### src/rtl/mult_div_unit_pkg.sv
// Shared definitions for the multiply/divide unit:
// FSM encoding, operation select and iteration count.
package mult_div_unit_pkg;

  typedef enum logic [1:0] {
    IDLE   = 2'd0,
    MULT   = 2'd1,
    DIV    = 2'd2,
    FINISH = 2'd3
  } state_t;

  localparam logic OP_MULT = 1'b0;
  localparam logic OP_DIV  = 1'b1;

  localparam int ITER = 32;

endpackage

### src/rtl/mult_div_unit_div_core.sv
// Unsigned restoring divider on operand magnitudes.
// One quotient bit per step; sign fix-up lives in the top.
module mult_div_unit_div_core (
  input  logic        clk,
  input  logic        load,
  input  logic        step,
  input  logic [31:0] dividend,
  input  logic [31:0] divisor,
  output logic [31:0] quotient,
  output logic [31:0] remainder
);
  import mult_div_unit_pkg::*;

  logic [31:0] rem_q;
  logic [31:0] quo_q;
  logic [31:0] dsr_q;
  logic [32:0] shifted;
  logic [32:0] diff;

  // rem < divisor <= 2^31, so shifted never exceeds 32 bits
  always_comb begin
    shifted = {rem_q, quo_q[31]};
    diff    = shifted - {1'b0, dsr_q};
  end

  always_ff @(posedge clk) begin
    if (load) begin
      rem_q <= '0;
      quo_q <= dividend;
      dsr_q <= divisor;
    end else if (step) begin
      if (!diff[32]) begin
        rem_q <= diff[31:0];
        quo_q <= {quo_q[30:0], 1'b1};
      end else begin
        rem_q <= shifted[31:0];
        quo_q <= {quo_q[30:0], 1'b0};
      end
    end
  end

  assign quotient  = quo_q;
  assign remainder = rem_q;

endmodule

### src/rtl/mult_div_unit.sv
// Iterative signed multiply (radix-2 Booth) / divide unit
// owning the architectural HI and LO registers.
module mult_div_unit #(
  parameter int WIDTH = 32
) (
  input  logic             clk,
  input  logic             reset,
  input  logic             start_mult,
  input  logic             start_div,
  input  logic [WIDTH-1:0] inputA,
  input  logic [WIDTH-1:0] inputB,
  output logic [WIDTH-1:0] hi_out,
  output logic [WIDTH-1:0] lo_out,
  output logic             busy,
  output logic             done,
  output logic             div_zero
);
  import mult_div_unit_pkg::*;

  localparam logic [4:0] LAST = 5'(ITER - 1);

  state_t      state;
  state_t      next;
  logic        op;
  logic        dz;
  logic        sgn_q;
  logic        sgn_r;
  logic [4:0]  cnt;
  logic [64:0] prod;
  logic [31:0] mcand;
  logic [32:0] bsum;
  logic [64:0] bnext;
  logic [31:0] abs_a;
  logic [31:0] abs_b;
  logic [31:0] quo;
  logic [31:0] rem;
  logic        div_load;
  logic        div_step;

  assign busy     = (state != IDLE);
  assign abs_a    = inputA[31] ? -inputA : inputA;
  assign abs_b    = inputB[31] ? -inputB : inputB;
  assign div_load = (state == IDLE) && !start_mult && start_div;
  assign div_step = (state == DIV);

  mult_div_unit_div_core u_div (
    .clk       (clk),
    .load      (div_load),
    .step      (div_step),
    .dividend  (abs_a),
    .divisor   (abs_b),
    .quotient  (quo),
    .remainder (rem)
  );

  // 33-bit sum keeps the most-negative multiplicand exact
  always_comb begin
    bsum = {prod[64], prod[64:33]};
    unique case (prod[1:0])
      2'b10:   bsum = bsum - {mcand[31], mcand};
      2'b01:   bsum = bsum + {mcand[31], mcand};
      default: bsum = {prod[64], prod[64:33]};
    endcase
    bnext = {bsum, prod[32:1]};
  end

  always_comb begin
    next = state;
    unique case (state)
      IDLE: begin
        if (start_mult)
          next = MULT;
        else if (start_div)
          next = (inputB == '0) ? FINISH : DIV;
      end
      MULT, DIV: begin
        if (cnt == LAST)
          next = FINISH;
      end
      FINISH:  next = IDLE;
      default: next = IDLE;
    endcase
  end

  always_ff @(posedge clk) begin
    if (reset)
      state <= IDLE;
    else
      state <= next;
  end

  always_ff @(posedge clk) begin
    if (reset) begin
      hi_out   <= '0;
      lo_out   <= '0;
      done     <= 1'b0;
      div_zero <= 1'b0;
      cnt      <= '0;
      prod     <= '0;
      mcand    <= '0;
      op       <= OP_MULT;
      dz       <= 1'b0;
      sgn_q    <= 1'b0;
      sgn_r    <= 1'b0;
    end else begin
      done     <= 1'b0;
      div_zero <= 1'b0;
      unique case (state)
        IDLE: begin
          cnt <= '0;
          if (start_mult) begin
            op    <= OP_MULT;
            dz    <= 1'b0;
            mcand <= inputA;
            prod  <= {32'b0, inputB, 1'b0};
          end else if (start_div) begin
            op    <= OP_DIV;
            dz    <= (inputB == '0);
            sgn_q <= inputA[31] ^ inputB[31];
            sgn_r <= inputA[31];
          end
        end
        MULT: begin
          prod <= bnext;
          cnt  <= cnt + 5'd1;
        end
        DIV: cnt <= cnt + 5'd1;
        FINISH: begin
          done <= 1'b1;
          if (dz) begin
            div_zero <= 1'b1;
          end else if (op == OP_MULT) begin
            hi_out <= prod[64:33];
            lo_out <= prod[32:1];
          end else begin
            lo_out <= sgn_q ? -quo : quo;
            hi_out <= sgn_r ? -rem : rem;
          end
        end
        default: cnt <= '0;
      endcase
    end
  end

endmodule

### config.mk
export PLATFORM = sky130hd
export DESIGN_NAME = mult_div_unit
export DESIGN_NICKNAME = d
export VERILOG_FILES = /design/src/rtl/mult_div_unit_pkg.sv /design/src/rtl/mult_div_unit_div_core.sv /design/src/rtl/mult_div_unit.sv
export SDC_FILE = /design/constraint.sdc
export NUM_CORES = 1
export LEC_CHECK = 0
export BUFFER_PORTS_ARGS = -buffer_cell sky130_fd_sc_hd__buf_4
export CORE_MARGIN = 1.5
export CORE_UTILIZATION = 40
export DETAILED_ROUTE_END_ITERATION = 10
export SKIP_LAST_GASP = 1
export SLEW_MARGIN = 5
export SYNTH_ARGS = -nofsm -noshare
export SYNTH_HDL_FRONTEND = slang
export SYNTH_HIERARCHICAL = 1
export SYNTH_SLANG_ARGS = --single-unit
### constraint.sdc
create_clock -name clk -period 11.3 [get_ports clk]
set_clock_uncertainty 0.2 [all_clocks]
set_input_delay 1.13 -clock clk [delete_from_list [all_inputs] [get_ports clk]]
set_output_delay 1.13 -clock clk [all_outputs]
set_load 0.02 [all_outputs]
==> flow_summary_export.csv, run 1 <==
group,metric,value,unit
logic_synthesis,synthesis.area,0.01786,mm^2
cts,post-cts-setup-buffers,0,
logic_synthesis,synth.net_count,2312,
placement,pre_cts_slack,6.571,ns
timing,layout_setup_ws,6.528,ns
logic_synthesis,yosysMostFrequentCell,"nor2_1",
routing,dr.pass1.iters,6,
global_routing,gr-usage-all-layers,23.12,%
logic_synthesis,synth_edf_count,64,
critical_path,cp-end-kind,"register",
power,vdd_drop_max,0.0001478,V
routing,viasPerCell,5.672,
timing,hold_ws,0.2513,ns
power,power_density,232.3,mW/mm^2
power,power,4704,uW
critical_path,critPathKind,"register to register",
routing,routed_wirelength,55040,um
global_routing,grt_antenna_before_repair,0,
logic_synthesis,synthTopCellsByArea,"dfxtp_1 23%, edfxtp_1 11%, nor2_1 5.6%",
routing,wire_per_inst,19.44,um
critical_path,r2r_slack,6.53,ns
layout,antenna_cells,0,
logic_synthesis,yosysTopAreaCellShare,23.09,%
timing,post-route-period-util,42.23,%
timing,tns,0,ns
hold_path,hold_class,"register to register",
hold_path,min_from,"hi_out[27]",
hold_path,hold_path_depth,2,
cts,tritoncts,"yes",
timing,finalSetupViolCount,0,
timing,worst_pin_slew,1.141,ns
timing,fin_crit,4.772,ns
critical_path,arrival,4.99,ns
placement,routabilityCongestion,0.8956,
floorplanning,die_area,0.04593,mm^2
logic_synthesis,yosysWarnings,6,
power,power_leakage,0.007784,uW
logic_synthesis,ys_seq_area_share,33.85,%
floorplanning,row_count,77,
routing,ant_nets,0,
layout,nets,2362,
routing,route.detailed.drc,0,
critical_path,r2r-start,"prod[1]",
logic_synthesis,synth_top_area_cell,"dfxtp_1",
hold_path,holdPathEnd,"hi_out[27]",
global_routing,grt_max_degree,95,
cts,cts_root_buffer,"clkbuf_16",
logic_synthesis,async_flop_share,0,%
critical_path,critPathTopFamily,"compound AO/OA/AOI/OAI gates",
floorplanning,coreArea,0.04412,mm^2
cts,cts.sinks,270,
critical_path,required,11.52,ns
critical_path,crit_top_cell,"o21ai_1",
critical_path,crit_buf_inv,1,
cts,clk_latency,0.58,ns
global_routing,grt_pass1_vias,14760,
cts,cts.htree.levels,1,
logic_synthesis,yosys-top-cells-count,"266 x nor2_1, 206 x dfxtp_1, 203 x nand2_1",
timing,rsz0062_at_grt,"false",
timing,hold_viol,0,
cts,cts_hold_buffers,0,
timing,slew_headroom,23.91,%
critical_path,reg2reg_depth,12,
cts,clk_pin_slew,0.06,ns
layout,drive_above_1_share,11.70,%
floorplanning,die_w,214.3,um
logic_synthesis,synth_ff_type,"dfxtp_1",
critical_path,start_kind,"register",
routing,vias,16060,
floorplanning,die_h,214.3,um
logic_synthesis,syn_avg_cell_area,8.250,um^2
placement,dp.cells,2774,
timing,fmax,209.6,MHz
placement,dpl.hpwl,41460,um
cts,cts_inserted_buffers,31,
critical_path,rr_endpoint,"prod[62]",
layout,final_cells,2831,
flow_run,maxCapViolCount,0,
layout,synthToLayoutAreaGrowth,13.37,%
placement,portBuffers,134,
logic_synthesis,yosys_register_bits,270,
global_routing,grt_pass1_wl,85370,um
critical_path,crit_path_max_fanout,33,
floorplanning,start_util,40.48,%
cts,cts_resized,0,
critical_path,cp_cell_sequence,"inv_1 > ha_1 > mux2_2 > fa_1 > a21o_1 > a221oi_2 > o21ai_1 > a41oi_1 > o21ai_1 > a221oi_1 > mux2i_1 > a211oi_1",
global_routing,gr-total-overflow,0,
routing,drtIter0Drc,1445,
run_status,status,"finished clean",
critical_path,max_stage_delay,0.90,ns
logic_synthesis,ys_types,88,
floorplanning,top_level_ports,135,
timing,slew_viol_final,0,
critical_path,worst_path_max_delay_cell,"ha_1",
logic_synthesis,synthCells,2165,
cts,clockBufferDepth,3,
[flip-flops by register name, summed over array words and instances (netlist names), 2 cells and up]
register and cells:
cnt 5, hi_out 32, lo_out 32, mcand 32, prod 65, state 2, u_div/dsr_q 32, u_div/quotient 32
u_div/remainder 32
[worst max-delay path by stage]
stage	from	endpoint	slack [ns]	cells past startpoint
floorplan	start_mult	u_div/quotient[0]	6.55	6
global placement	prod[1]	prod[62]	6.61	12
detailed placement	prod[1]	prod[62]	6.57	12
CTS	prod[1]	prod[62]	6.55	12
global route	prod[1]	prod[62]	6.15	12
finish	prod[1]	prod[62]	6.53	12
[where the power goes]
part | switching [uW] | internal (uW)
Combinational | 1310 | 845
Sequential | 314 | 1220
Clock | 420 | 593
Total | 2050 | 2660
[area by class of cell]
cell class | instances | area, um^2
Fill cell | 4393 | 23880
Sequential cell | 270 | 6050
Multi-Input combinational cell | 1693 | 11070
Inverter | 70 | 262.8
Clock buffer | 39 | 805.8
Timing Repair Buffer | 149 | 1119
Clock inverter | 18 | 197.7
Tap cell | 592 | 740.7
[kinds of logic (layout without fill, tap and decap cells)]
family,after synthesis,in the layout,synth area share [%]
mux,81,81,4.785
flops,270,270,33.85
simple gates,707,707,18.36
buf+inv,202,276,4.322
compound gates,633,633,23.56
xor+xnor,193,193,9.506
fa+ha+maj,79,79,5.618
[placed cells by master, fill, tap and decap left out, drive strengths merged, types with 18 or more instances in the layout]
cell type and instances:
mux2 35, o31ai 39, or4 18, xnor2 87, edfxtp 64, ha 77, buf 149, xor2 106
nand2 203, a22oi 28, clkbuf 39, a21o 39, nor3 36, a211oi 102, o21ai 94, inv 71
nand3 40, o41ai 18, nand2b 29, nor4 21, mux2i 46, a21oi 201, dfxtp 206, nor2 267
[worst min-delay path: stages (launching register included)]
cell and delay, ns:
dfxtp_1 0.31, nand2_1 0.05, a21oi_1 0.05
[metrics by stage]
| step | util [%] | cell area, um^2 |
|---|---|---|
| 6_report | 45.89 | 20250 |
| 3_3_place_gp | 43.61 | 19240 |
| 2_1_floorplan | - | 17860 |
| 3_5_place_dp | 43.61 | 19240 |
| 4_1_cts | 45.89 | 20250 |
| 5_1_grt | 45.89 | 20250 |
[metal layers]
metal / vias up / global-route usage, % / wire length (um) / part of all wire, %
met3: 61 / 2.695 / 2800 / 5.1
met4: 0 / 5.352 / 1092 / 2.0
li1: 7982 / - / - / -
met2: 441 / 38.13 / 25310 / 46
met1: 7573 / 32.29 / 25840 / 47
met5: - / 0 / 0 / 0
Power figures use the tool's default switching activity.
==> run 2: changes to the inputs <==
Settings changed: ABC_AREA set to 1.
Clock period 11.3 ns to 4.06 ns, I/O delays scaled along.
==> run 2 against run 1 <==
- cell count is 50% higher
- setup slack worse by 6.0 ns
- combinational power grew to 2.6 times the previous value
- die area up 16%
- sequential power increased to 2.6 times the previous value
- power rose to 2.7 times the previous value
- final area increased by 19%
- sequential share of layout area shrank 4.7 points
- area after synthesis is 16% higher
- global-route usage grew 2.9 points
==> flow_summary_export.csv, run 2 <==
group,metric,value,unit
run_status,status,"finished clean",
placement,dp.cells,4118,
power,seqPwrFrac,31.0,%
critical_path,start_kind,"register",
global_routing,grt_pass1_wl,109200,um
logic_synthesis,synthCells,3391,
logic_synthesis,synth_top_area_cell,"nand2_1",
cts,cts.htree.levels,2,
logic_synthesis,synth_ff_type,"dfxtp_1",
logic_synthesis,synth.net_count,3538,
logic_synthesis,synth_edf_count,64,
critical_path,reg2reg_depth,20,
hold_path,hold_path_depth,3,
flow_run,maxCapViolCount,0,
floorplanning,top_level_ports,135,
layout,synthToLayoutAreaGrowth,16.44,%
layout,final_cells,4238,
floorplanning,die_area,0.05306,mm^2
cts,clk_pin_slew,0.06,ns
global_routing,grt_max_degree,103,
layout,drive_above_1_share,8.263,%
routing,viasPerCell,5.056,
power,power_frac_clock,26.0,%
placement,place_area,0.02228,mm^2
critical_path,required,4.26,ns
cts,cts_root_buffer,"clkbuf_16",
placement,routabilityCongestion,0.9466,
logic_synthesis,yosysTopAreaCellShare,20.77,%
floorplanning,die_h,230.3,um
critical_path,crit_path_max_fanout,5,
logic_synthesis,ys_types,50,
layout,final_common_cell,"nand2_1",
critical_path,max_stage_delay,0.38,ns
routing,drtIter0Drc,1941,
logic_synthesis,yosysWarnings,6,
layout,stdcell_area,0.02407,mm^2
timing,slew_headroom,25.39,%
cts,cts_inserted_buffers,35,
cts,cts.sinks,270,
routing,route.detailed.drc,0,
cts,clk_latency,0.55,ns
timing,post-route-period-util,86.02,%
critical_path,r2r-start,"mcand[0]",
layout,fillers,5486,
timing,rsz0062_at_grt,"false",
timing,fin_crit,3.492,ns
power,p_int,7120,uW
power,power_leakage,0.01180,uW
placement,portBuffers,134,
routing,dr.pass1.iters,8,
global_routing,gr-usage-all-layers,26.02,%
layout,antenna_cells,0,
floorplanning,die_w,230.3,um
critical_path,arrival,3.69,ns
timing,hold_viol,0,
power,combPwrFrac,43.0,%
power,power_density,536.1,mW/mm^2
logic_synthesis,ys_seq_area_share,29.24,%
cts,clockBufferDepth,3,
timing,worst_pin_slew,1.119,ns
timing,fmax,286.3,MHz
logic_synthesis,syn_avg_cell_area,6.097,um^2
timing,tns,0,ns
timing,finalSetupViolCount,0,
hold_path,min_from,"inputA[13]",
routing,ant_nets,0,
critical_path,crit_top_cell,"nand2_1",
cts,tritoncts,"yes",
cts,post-cts-setup-buffers,0,
timing,slew_viol_final,0,
hold_path,hold_class,"primary input to register",
layout,largest_reg_flops,65,
critical_path,cp-end-kind,"register",
power,switching_power,5786,uW
layout,final_cell_mix,"1144 x nand2_1, 516 x inv_1, 300 x nor2_1, 239 x a21oi_1, 206 x nand3_1",
floorplanning,row_count,83,
global_routing,grt_antenna_before_repair,0,
power,vdd_drop_max,0.0003394,V
layout,largest-register,"prod",
critical_path,critPathLaunch,"mcand[0]",
placement,dpl.hpwl,54550,um
routing,routed_wirelength,70620,um
floorplanning,start_util,40.38,%
critical_path,cp_cell_sequence,"inv_1 > ha_1 > nand3_1 > nor2_1 > nand2_1 > nor3_1 > nand4_1 > nand2_1 > xnor2_1 > ha_1 > nand2_1 > nor2_1 > inv_1 > nor2_1 > and3_1 > nand2_1 > nand3_1 > nand3_1 > nand2_1 > a21oi_1",
global_routing,gr-total-overflow,0,
logic_synthesis,yosysMostFrequentCell,"nand2_1",
layout,multiInputGateArea,0.01219,mm^2
critical_path,worst_path_max_delay_cell,"ha_1",
layout,regArea,0.006050,mm^2
logic_synthesis,yosys_register_bits,270,
layout,nets,3678,
global_routing,grt_pass1_vias,19170,
routing,vias,21430,
logic_synthesis,yosys-top-cells-count,"1144 x nand2_1, 517 x inv_1, 303 x nor2_1",
power,switching_share,44.83,%
logic_synthesis,async_flop_share,0,%
logic_synthesis,synthesis.area,0.02067,mm^2
critical_path,critPathKind,"register to register",
routing,wire_per_inst,16.66,um
floorplanning,coreArea,0.05120,mm^2
logic_synthesis,synthTopCellsByArea,"nand2_1 21%, dfxtp_1 20%, inv_1 9.4%",
==> run 2: layer usage <==
layer / wire length [um] / vias up / global-route usage [%]
li1: - / 10970 / -
met1: 32300 / 9792 / 36.01
met2: 32860 / 579 / 43.12
met3: 4155 / 85 / 3.261
met4: 1304 / 0 / 5.780
met5: 0 / - / 0
==> run 2: path summary, 6_finish.rpt <==
path	end	slack [ns]
min	mcand[13]	0.02
max	prod[60]	0.57
max reg2reg	prod[60]	0.57
min reg2reg	hi_out[8]	0.27
==> run 2: cells by family (layout without fill, tap and decap cells) <==
kind of cell	after synthesis	in the layout	synth area share, %
AND/OR/NAND/NOR	1795	1795	35.97
buffers and inverters	639	806	11.87
AO/OA/AOI/OAI	483	483	12.73
flip-flops	270	270	29.24
XOR/XNOR	125	125	5.332
adder cells (fa/ha/maj)	79	79	4.854
==> run 2: timing repair <==
item / in CTS / in global routing
endpoints found under the hold margin: 69 / 0
endpoints found under the setup margin: 0 / 0
gates resized for setup: 0 / 0
hold buffers: 56 / 0
==> run 2: power groups by stage <==
stage / combinational (uW) / sequential [uW] / clock, uW
finish: 5550 / 4000 / 3360
global route: 6240 / 4060 / 3520
CTS: 5520 / 3970 / 3410
detailed placement: 5450 / 4030 / 0
global placement: 5460 / 4030 / 0
floorplan: 3940 / 3810 / 0
==> run 2: critical path, delay by kind of cell (launching register included) <==
kind / cells / cell delay, ns
XOR/XNOR: 1 / 0.09
AND/OR/NAND/NOR: 14 / 1.96
AO/OA/AOI/OAI: 1 / 0.05
flip-flops: 1 / 0.33
buffers and inverters: 2 / 0.14
adder cells (fa/ha/maj): 2 / 0.54
==> run 2: area by class of cell <==
class | count | area share [%]
multi-input cells | 2482 | 50.62
flip-flops and latches | 270 | 25.13
clock buffers | 39 | 3.919
repair buffers | 216 | 7.370
clock inverters | 25 | 1.216
well taps | 680 | 3.534
inverters | 526 | 8.207
==> run 2: stage by stage <==
stage | worst slack (ns) | util (%) | total power (uW) | hold slack, ns
final | 0.5677 | 47.02 | 12910 | 0.01881
after CTS | 0.6063 | 47.02 | 12900 | 0.002956
after global routing | 0.1882 | 47.02 | 13820 | 0.04301
after detailed placement | 0.6284 | 43.51 | 9472 | 0.2567
after global placement | 0.6116 | 43.51 | 9488 | 0.2536
after floorplan | 0.5013 | - | 7752 | 0.2406
==> run 3: changes to the inputs <==
Settings changed: BUFFER_PORTS_ARGS -buffer_cell sky130_fd_sc_hd__buf_4 to -buffer_cell sky130_fd_sc_hd__buf_2.
==> run 3 against run 2 <==
- final area shrank 2.6%
- wire length is 1.6% lower
- combinational power decreased by 2%
- global-route usage shrank 0.14 points
- register-to-register slack better by 0.097 ns
- die area unchanged
- setup slack better by 0.097 ns
- cell count fell by 0.40%
- clock-buffer cell count up 8
- clock power shrank 7.7%
==> flow_summary_export.csv, run 3 (synthesis results as in run 2) <==
group,metric,value,unit
layout,largest_reg_flops,65,
floorplanning,die_w,230.3,um
floorplanning,start_util,40.38,%
placement,portBuffers,134,
critical_path,cp-end-kind,"register",
critical_path,required,4.28,ns
timing,hold_ws,0.01941,ns
placement,place_area,0.02192,mm^2
routing,drtIter0Drc,1974,
cts,cts.sinks,270,
layout,fillers,5534,
cts,clockBufferDepth,3,
hold_path,hold_class,"primary input to register",
timing,slew_headroom,39.79,%
timing,slew_viol_final,0,
timing,rsz0062_at_grt,"false",
power,vdd_drop_max,0.0003855,V
layout,stdcell_area,0.02345,mm^2
global_routing,grt_pass1_vias,19360,
cts,cts_root_buffer,"clkbuf_16",
global_routing,gr-total-overflow,0,
routing,routed_wirelength,69520,um
routing,ant_nets,0,
global_routing,grt_max_degree,65,
routing,dr.pass1.iters,6,
global_routing,gr-usage-all-layers,25.88,%
routing,vias,21280,
layout,fin_util,45.81,%
floorplanning,coreArea,0.05120,mm^2
timing,finalSetupViolCount,0,
timing,fmax,294.5,MHz
placement,routabilityCongestion,0.9401,
cts,clk_pin_slew,0.06,ns
routing,viasPerCell,5.041,
layout,largest-register,"prod",
critical_path,critPathKind,"register to register",
routing,wire_per_inst,16.47,um
layout,nets,3662,
cts,clk_latency,0.57,ns
cts,tritoncts,"yes",
layout,multiInputGateArea,0.01219,mm^2
global_routing,grt_antenna_before_repair,0,
global_routing,grt_pass1_wl,108300,um
timing,worst_pin_slew,0.9021,ns
cts,cts_inserted_buffers,35,
critical_path,crit_path_max_fanout,5,
timing,post-route-period-util,83.64,%
layout,regArea,0.006050,mm^2
timing,fin_crit,3.396,ns
placement,dpl.hpwl,53800,um
layout,antenna_cells,0,
layout,final_cell_mix,"1144 x nand2_1, 516 x inv_1, 300 x nor2_1, 239 x a21oi_1, 206 x nand3_1",
floorplanning,die_area,0.05306,mm^2
cts,post-cts-setup-buffers,0,
power,power,12540,uW
floorplanning,top_level_ports,135,
layout,final_common_cell,"nand2_1",
power,power_density,534.6,mW/mm^2
critical_path,start_kind,"register",
layout,drive_above_1_share,8.190,%
routing,route.detailed.drc,0,
timing,tns,0,ns
run_status,status,"finished clean",
floorplanning,row_count,83,
timing,hold_viol,0,
floorplanning,die_h,230.3,um
flow_run,maxCapViolCount,0,
power,power_leakage,0.01164,uW
cts,cts.htree.levels,2,
layout,synthToLayoutAreaGrowth,13.44,%
critical_path,arrival,3.62,ns
critical_path,r2r_slack,0.66,ns
## run 3: path summary, 6_finish.rpt
kind,to,startpoint,cells past startpoint
max,prod[54],mcand[0],21
min,mcand[3],inputA[3],3
max reg2reg,prod[54],mcand[0],21
min reg2reg,lo_out[25],lo_out[25],2
## run 3: per-layer routing
layer / global-route usage, % / share of wire [%]
met2: 41.79 / 45
met3: 3.039 / 5.5
met4: 8.864 / 3.2
met5: 0 / 0
met1: 35.66 / 46
## run 3: power breakdown
group	switching, uW	internal [uW]
Clock	1340	1760
Sequential	599	3390
Combinational	3800	1650
## run 3: area by class of cell
type / instances / area share (%)
timing repair buffer: 200 / 5.420
clock inverter: 16 / 0.6615
clock buffer: 47 / 4.113
sequential: 270 / 25.79
tap: 680 / 3.628
inverter: 526 / 8.424
multi-input combinational: 2482 / 51.96
## run 3: per-stage QoR
step	setup WS (ns)	instances
4_1_cts	0.6841	4221
5_1_grt	0.2699	4221
3_5_place_dp	0.7224	4117
3_3_place_gp	0.7369	4117
6_report	0.6643	4221
2_1_floorplan	0.5013	3391
## run 3: critical path, cell delays in order (launching register included)
cell	delay (ns)
dfxtp_1	0.34
nor3_2	0.22
nand3_1	0.14
nor3_2	0.21
nand2_2	0.12
nor2_4	0.15
inv_2	0.09
nand2_1	0.08
xor2_1	0.25
ha_1	0.37
nand2_1	0.09
inv_1	0.06
nand2_1	0.08
inv_1	0.05
a21oi_1	0.18
nand2_1	0.16
nand2_1	0.12
nand2_1	0.06
nand2_1	0.05
nand3_1	0.10
nand2_1	0.09
a21oi_1	0.05
## run 3: timing repair
item,4_1_cts,5_1_grt
resized for setup,0,0
hold buffers,41,0
hold endpoints to repair,45,0
